[src/rtl/fpcvt_sequencer.sv]
// Multi-cycle sequencer for the 12-bit two's-complement -> (S,E,F) float converter.
// Stages: sign/magnitude, one-shift-per-cycle normalise, round, saturate; valid/ready both sides.
module fpcvt_sequencer #(
    parameter bit EARLY_EXIT = 1'b1
) (
    input  logic        clk,
    input  logic        rst_n,
    input  logic        in_valid,
    output logic        in_ready,
    input  logic [11:0] D,
    output logic        out_valid,
    input  logic        out_ready,
    output logic        S,
    output logic [2:0]  E,
    output logic [3:0]  F,
    output logic        sat,
    output logic        busy
);

    typedef enum logic [2:0] {
        IDLE  = 3'd0,
        MAG   = 3'd1,
        NORM  = 3'd2,
        ROUND = 3'd3,
        DONE  = 3'd4
    } state_t;

    state_t      state;
    logic [11:0] d_lat;
    logic        sat_pend;
    logic [10:0] n;
    logic [2:0]  k;
    logic [2:0]  cnt;

    logic [11:0] neg_d;
    logic [10:0] mag;
    logic        norm_exit;
    logic [2:0]  e0;
    logic [3:0]  f0;
    logic        rb;
    logic [2:0]  e_rnd;
    logic [3:0]  f_rnd;
    logic        sat_rnd;

    // -2048 has no 11-bit magnitude; clamp to 2047 and let sat_pend force saturation.
    always_comb begin
        neg_d = -d_lat;
        if (d_lat == 12'h800)
            mag = 11'h7ff;
        else if (d_lat[11])
            mag = neg_d[10:0];
        else
            mag = d_lat[10:0];
    end

    // Fixed-latency mode counts NORM cycles separately from the shift count k.
    assign norm_exit = EARLY_EXIT ? (n[10] || (k == 3'd7)) : (cnt == 3'd7);

    // NOTE: every output of this block is assigned a default first, so no latch is inferred.
    always_comb begin
        e0      = 3'd7 - k;
        f0      = n[10:7];
        rb      = (k != 3'd7) && n[6];
        e_rnd   = e0;
        f_rnd   = f0;
        sat_rnd = 1'b0;
        if (sat_pend) begin
            e_rnd   = 3'd7;
            f_rnd   = 4'd15;
            sat_rnd = 1'b1;
        end else if (rb) begin
            if (f0 != 4'd15) begin
                f_rnd = f0 + 4'd1;
            end else if (e0 != 3'd7) begin
                f_rnd = 4'd8;
                e_rnd = e0 + 3'd1;
            end else begin
                f_rnd   = 4'd15;
                sat_rnd = 1'b1;
            end
        end
    end

    // NOTE: sequential state uses non-blocking assignments so every register sees pre-edge values.
    always_ff @(posedge clk or negedge rst_n) begin
        if (!rst_n) begin
            state     <= IDLE;
            in_ready  <= 1'b0;
            out_valid <= 1'b0;
            busy      <= 1'b0;
            S         <= 1'b0;
            E         <= 3'd0;
            F         <= 4'd0;
            sat       <= 1'b0;
            d_lat     <= 12'd0;
            sat_pend  <= 1'b0;
            n         <= 11'd0;
            k         <= 3'd0;
            cnt       <= 3'd0;
        end else begin
            case (state)
                IDLE: begin
                    in_ready <= 1'b1;
                    busy     <= 1'b0;
                    if (in_valid && in_ready) begin
                        d_lat    <= D;
                        in_ready <= 1'b0;
                        busy     <= 1'b1;
                        state    <= MAG;
                    end
                end
                MAG: begin
                    n        <= mag;
                    k        <= 3'd0;
                    cnt      <= 3'd0;
                    sat_pend <= (d_lat == 12'h800);
                    state    <= NORM;
                end
                NORM: begin
                    if (norm_exit) begin
                        state <= ROUND;
                    end else begin
                        cnt <= cnt + 3'd1;
                        if (!n[10] && (k != 3'd7)) begin
                            n <= n << 1;
                            k <= k + 3'd1;
                        end
                    end
                end
                ROUND: begin
                    S         <= d_lat[11];
                    E         <= e_rnd;
                    F         <= f_rnd;
                    sat       <= sat_rnd;
                    out_valid <= 1'b1;
                    state     <= DONE;
                end
                DONE: begin
                    if (out_ready) begin
                        out_valid <= 1'b0;
                        busy      <= 1'b0;
                        in_ready  <= 1'b1;
                        state     <= IDLE;
                    end
                end
                default: state <= IDLE;
            endcase
        end
    end

endmodule

[config.mk]
export PLATFORM = sky130hd
export DESIGN_NAME = fpcvt_sequencer
export DESIGN_NICKNAME = d
export VERILOG_FILES = /design/src/rtl/fpcvt_sequencer.sv
export SDC_FILE = /design/constraint.sdc
export NUM_CORES = 1
export LEC_CHECK = 0
export ABC_CLOCK_PERIOD_IN_PS = 3700
export CAP_MARGIN = 20
export CORE_ASPECT_RATIO = 0.9
export CORE_MARGIN = 1.5
export CORE_UTILIZATION = 38
export CTS_CLUSTER_SIZE = 8
export DETAILED_ROUTE_END_ITERATION = 10
export PLACE_DENSITY = 0.63
export SYNTH_ARGS = -nofsm -noshare
export SYNTH_HDL_FRONTEND = slang
export SYNTH_SLANG_ARGS = --single-unit
[constraint.sdc]
create_clock -name clk -period 3.7 [get_ports clk]
set_clock_uncertainty 0.1 [all_clocks]
set_input_delay 0.74 -clock clk [delete_from_list [all_inputs] [get_ports clk]]
set_output_delay 0.74 -clock clk [all_outputs]
set_load 0.005 [all_outputs]
Yosys cells after proc, flatten, opt, wreduce, memory -nomap -nowiden
Index checks and enable logic that the tools add are counted.
Operators by class
  $add $sub $neg: 5
  equality and inequality tests: 14
  multiplexer cells: 31
  reductions and logical operators: 14
Operators by type and width (count)
  2-to-1 mux 11 bit: 4
  2-to-1 mux 3 bit: 10
  one-hot mux 11 bit (2 select lines): 1
  one-hot mux 3 bit (5 select lines): 1
  equality test 12 bit, second input constant: 1
  2-to-1 mux 4 bit: 3
  negator 11 bit: 1
  != test 2 bit, second input constant: 5
  2-to-1 mux 1 bit: 8
  adder 3 x 1 -> 3 bit, second input constant: 2
  equality test 3 x 2 -> 1 bit, second input constant: 2
  equality test 3 bit, second input constant: 2
  != test 3 bit, second input constant: 2
  one-hot mux 1 bit (2 select lines): 3
  one-hot mux 3 bit (2 select lines): 1
  AND reduction 2 bit: 3
  AND reduction 3 bit: 2
  nonzero test 2 bit: 3
  adder 4 x 1 -> 4 bit, second input constant: 1
  != test 4 bit, second input constant: 1
  equality test 3 x 1 -> 1 bit, second input constant: 1
  logical AND 1 bit: 3
  logical NOT 3 bit: 1
  subtractor 3 bit, first input constant: 1
  other kinds (2): 2
Word-level totals
  flip-flop bits (word level): 42
  bits of input ports: 16
  output and inout bits: 12

Longest topological paths before layout
  depth in word-level cells: 6
  gate-level depth with buffers: 8
  mapped depth without buffers: 7

Worst setup path before layout
OpenSTA, ideal clock, no wires.
  path type: input port to flip-flop
  start point: input port in_valid
  end point: register d_lat[4]
  library setup time: 0.127 ns
  data arrival time: 1.538 ns
  data required time: 3.473 ns
  slack: 1.935 ns
  stages: 4
  cell sequence: nand3_1 nor2_4 buf_4 mux2_1
On the way
  cells in the longest elaborated chain, start to end: 2
RTL lines
  start: declaration: line 8  | input logic in_valid,
  logical AND 1 bit: line 105  | if (in_valid && in_ready) begin
  AND reduction 2 bit (no source line)
  end signal: assignment: line 95  | d_lat <= 12'd0;
  end signal: assignment: line 106  | d_lat <= D;
  end: declaration: line 29  | logic [11:0] d_lat;
Every way passes these cells.
A chain may end at the register's enable or synchronous reset.

Final worst setup path
  start point: register in_ready
  end point: output port in_ready
RTL lines
  start: declaration: line 9  | output logic in_ready,
  start signal: assignment: line 88  | in_ready <= 1'b0;
  start signal: assignment: line 103  | in_ready <= 1'b1;
  start signal: assignment: line 107  | in_ready <= 1'b0;
No word-level cell between the ends.

==> results.md <==
* Post-synthesis cell count at 211
* Most frequent cells in the layout: 42 x dfrtp_1, 27 x nand2_1, 26 x clkdlybuf4s50_1, 23 x nor2_1, 14 x a21oi_1
* Slew margin rel. at 0.376
* First-pass GRT wire length at 6990 um
* Leak at 1.09 nW
* WP data required at 2.86 ns
* Post-synth top flop: dfrtp_1
* Die ar. at 0.00607 mm^2
* Synth Register Bits at 42
* Iteration-0 DRC Markers at 87
* Syn nets at 232
* R2R cell count at 6
* Fmax at 489 MHz
* Die Wd at 82.0 um
* Root buffer cell: clkbuf_8
* Crit path max-delay family: buffers and inverters
* Netlist cell types at 39
* Slowest cell on crit path: clkdlybuf4s50_1
* Async set or reset register ratio after synthesis at 1.00
* Final Net Count at 260
* Antenna violations before repair at 0
* Drt first pass iters at 4
* Postcts setup bufs at 0
* DR DRC count at 0
* Class of the worst hold path: reg2reg
* GRT Util Overall at 0.152
* CP max FO at 3
* Core box area at 0.00532 mm^2
* DRT antenna net count at 0
* Mapped Area at 0.00213 mm^2
* Max-Cap Viols at 0
* # rows at 25
* Reg-to-reg setup timing slack at 1.84 ns
* Starting Density at 0.401
* Util after Layout at 0.477
* Largest net degree at the start of global routing at 43
* TritonCTS Buffers at 5
* Setup ws final at 1.65 ns
* Synth warnings at 0
* WP depth at 1
* Die Ht at 74.1 um
* Status: completed
* Via count at 1536
* Htree depth at 2
* Clk slew on worst S/H paths at 0.08 ns
* Crit share post-route at 0.553
* CTS tree: done
* Min cycle time layout at 2.05 ns
* Slowest stage delay, CP at 0.51 ns
* Post-synth EDFFs at 0
* Post-placement cell count at 299
* Crit path buffers/inverters at 1
* Commonest non-fill, non-tap cell in the layout: dfrtp_1
* Critical Path Start: in_ready
* Max-slew violation count at 0
* Clk sinks at 42
* Share of cells above drive strength 1 at 0.117
* Setup TNS at 0 ns
* PD cells at 883 mW/mm^2
* Remaining Overflow, GRT at 0
* Post-synthesis sequential area ratio at 0.493
* Filler cell count at 509
* Worst r2r src: k[0]
* Pre-CTS setup slack at 1.42 ns
* Port Buffers at 27
* # setup viols final at 0
* Longest Clk Path Bufs at 2
* Reg area at 0.00105 mm^2
* Num ports at 28
* Crit path launch type: register
* RSZ-0062 raised after global routing: no
* Capture point of the critical path: in_ready
* Synth-to-Final Area Change at 19.0%
* Finished Layout Cells at 307
* Worst-Skew Late Latency at 0.30 ns
* Crit end category: output port
* Worst-margin pin slew at 0.936 ns
* Setup CP Type: reg2out
* Crit-path cells: clkdlybuf4s50_1
* Post-CTS Resized at 0
* Final wirelength at 3900 um
* Critical path arrival at 1.21 ns
* Hpwl dp at 2810 um
* RD Place Congestion at 0.769
* Vias in the first global route at 1492
* Antenna fix cells at 0
* Peak VDD IR at 0.407 mV
* Hold Fails Final Rpt at 0
* Drt via density at 5.00
* Cts hold-fix bufs at 0
* Worst reg2reg path endpoint: n[0]
* Syn_area_per_cell at 10.1 um^2
* Drt wl/cell at 12.7 um
* Multi-input logic area at 0.00102 mm^2
-- final cells by class --
class                           count  area share
Clock buffer                        6      0.0325
Clock inverter                      2     0.00493
Inverter                            6     0.00888
Multi-Input combinational cell    157       0.402
Sequential cell                    42       0.414
Tap cell                           67      0.0330
Timing Repair Buffer               27       0.105
-- kinds of logic after synthesis --
| logic type | after synthesis | synth area share |
|---|---|---|
| simple gates | 79 | 0.194 |
| compound gates | 53 | 0.162 |
| flops | 42 | 0.493 |
| buf+inv | 12 | 0.0288 |
| xor+xnor | 11 | 0.0452 |
| mux | 9 | 0.0475 |
| fa+ha+maj | 5 | 0.0293 |
-- per-stage QoR --
step / power [mW] / area [um^2] / hold slack (ns)
4_1_cts: 2.27 / 2540 / 0.388
5_1_grt: 2.46 / 2540 / 0.416
6_report: 2.24 / 2540 / 0.382
2_1_floorplan: 1.66 / 2130 / 0.344
3_5_place_dp: 1.94 / 2440 / 0.370
3_3_place_gp: 1.92 / 2440 / 0.362
-- how the worst min path moves through the flow --
| stage | from | end | cells after the start |
|---|---|---|---|
| after global placement | n[3] | n[3] | 2 |
| after global routing | n[4] | n[4] | 2 |
| after floorplan | rst_n | E[0] | 0 |
| final | n[3] | n[3] | 2 |
| after CTS | n[4] | n[4] | 2 |
| after detailed placement | n[3] | n[3] | 2 |
-- synthesized netlist by cell type (all sizes together) (2+ instances only) --
cell    count  area (um^2)
nand2      28          113
a21o        2         15.0
o22ai       9         56.3
a31oi       4         25.0
a21oi      14         70.1
inv         6         22.5
nor3        5         30.0
buf         6         38.8
nand2b      4         25.0
nand4       2         27.5
xor2        8         70.1
mux2        9          101
ha          5         62.6
o31ai       3         22.5
o21ai      17          119
xnor2       3         26.3
nor2       24         97.6
nor2b       5         31.3
and2        2         15.0
dfrtp      42         1050
nand3       5         25.0
-- registers in the layout, summed over array words and instances (netlist names) --
register / count
n: 11
d_lat: 12
in_ready: 1
sat_pend: 1
F: 4
S: 1
E: 3
sat: 1
state: 3
busy: 1
k: 3
out_valid: 1
-- report_power, final --
part	total, mW	switching, mW	internal (mW)
clock	0.317	0.166	0.150
sequential	0.882	0.211	0.671
combinational	1.04	0.552	0.491
-- layer usage --
layer	routed length (um)	global-route usage
met3	195	0.0552
met5	0	0
met1	2010	0.210
met2	1660	0.229
met4	36	0.0339
-- worst register-to-register path: stages, from the launching register on --
cell     delay (ns)
dfrtp_1        0.41
ha_1           0.21
ha_1           0.21
nor2_1         0.23
nand2_1        0.13
and2_4         0.27
a21o_1         0.21
(Power assumes the default switching activity.)
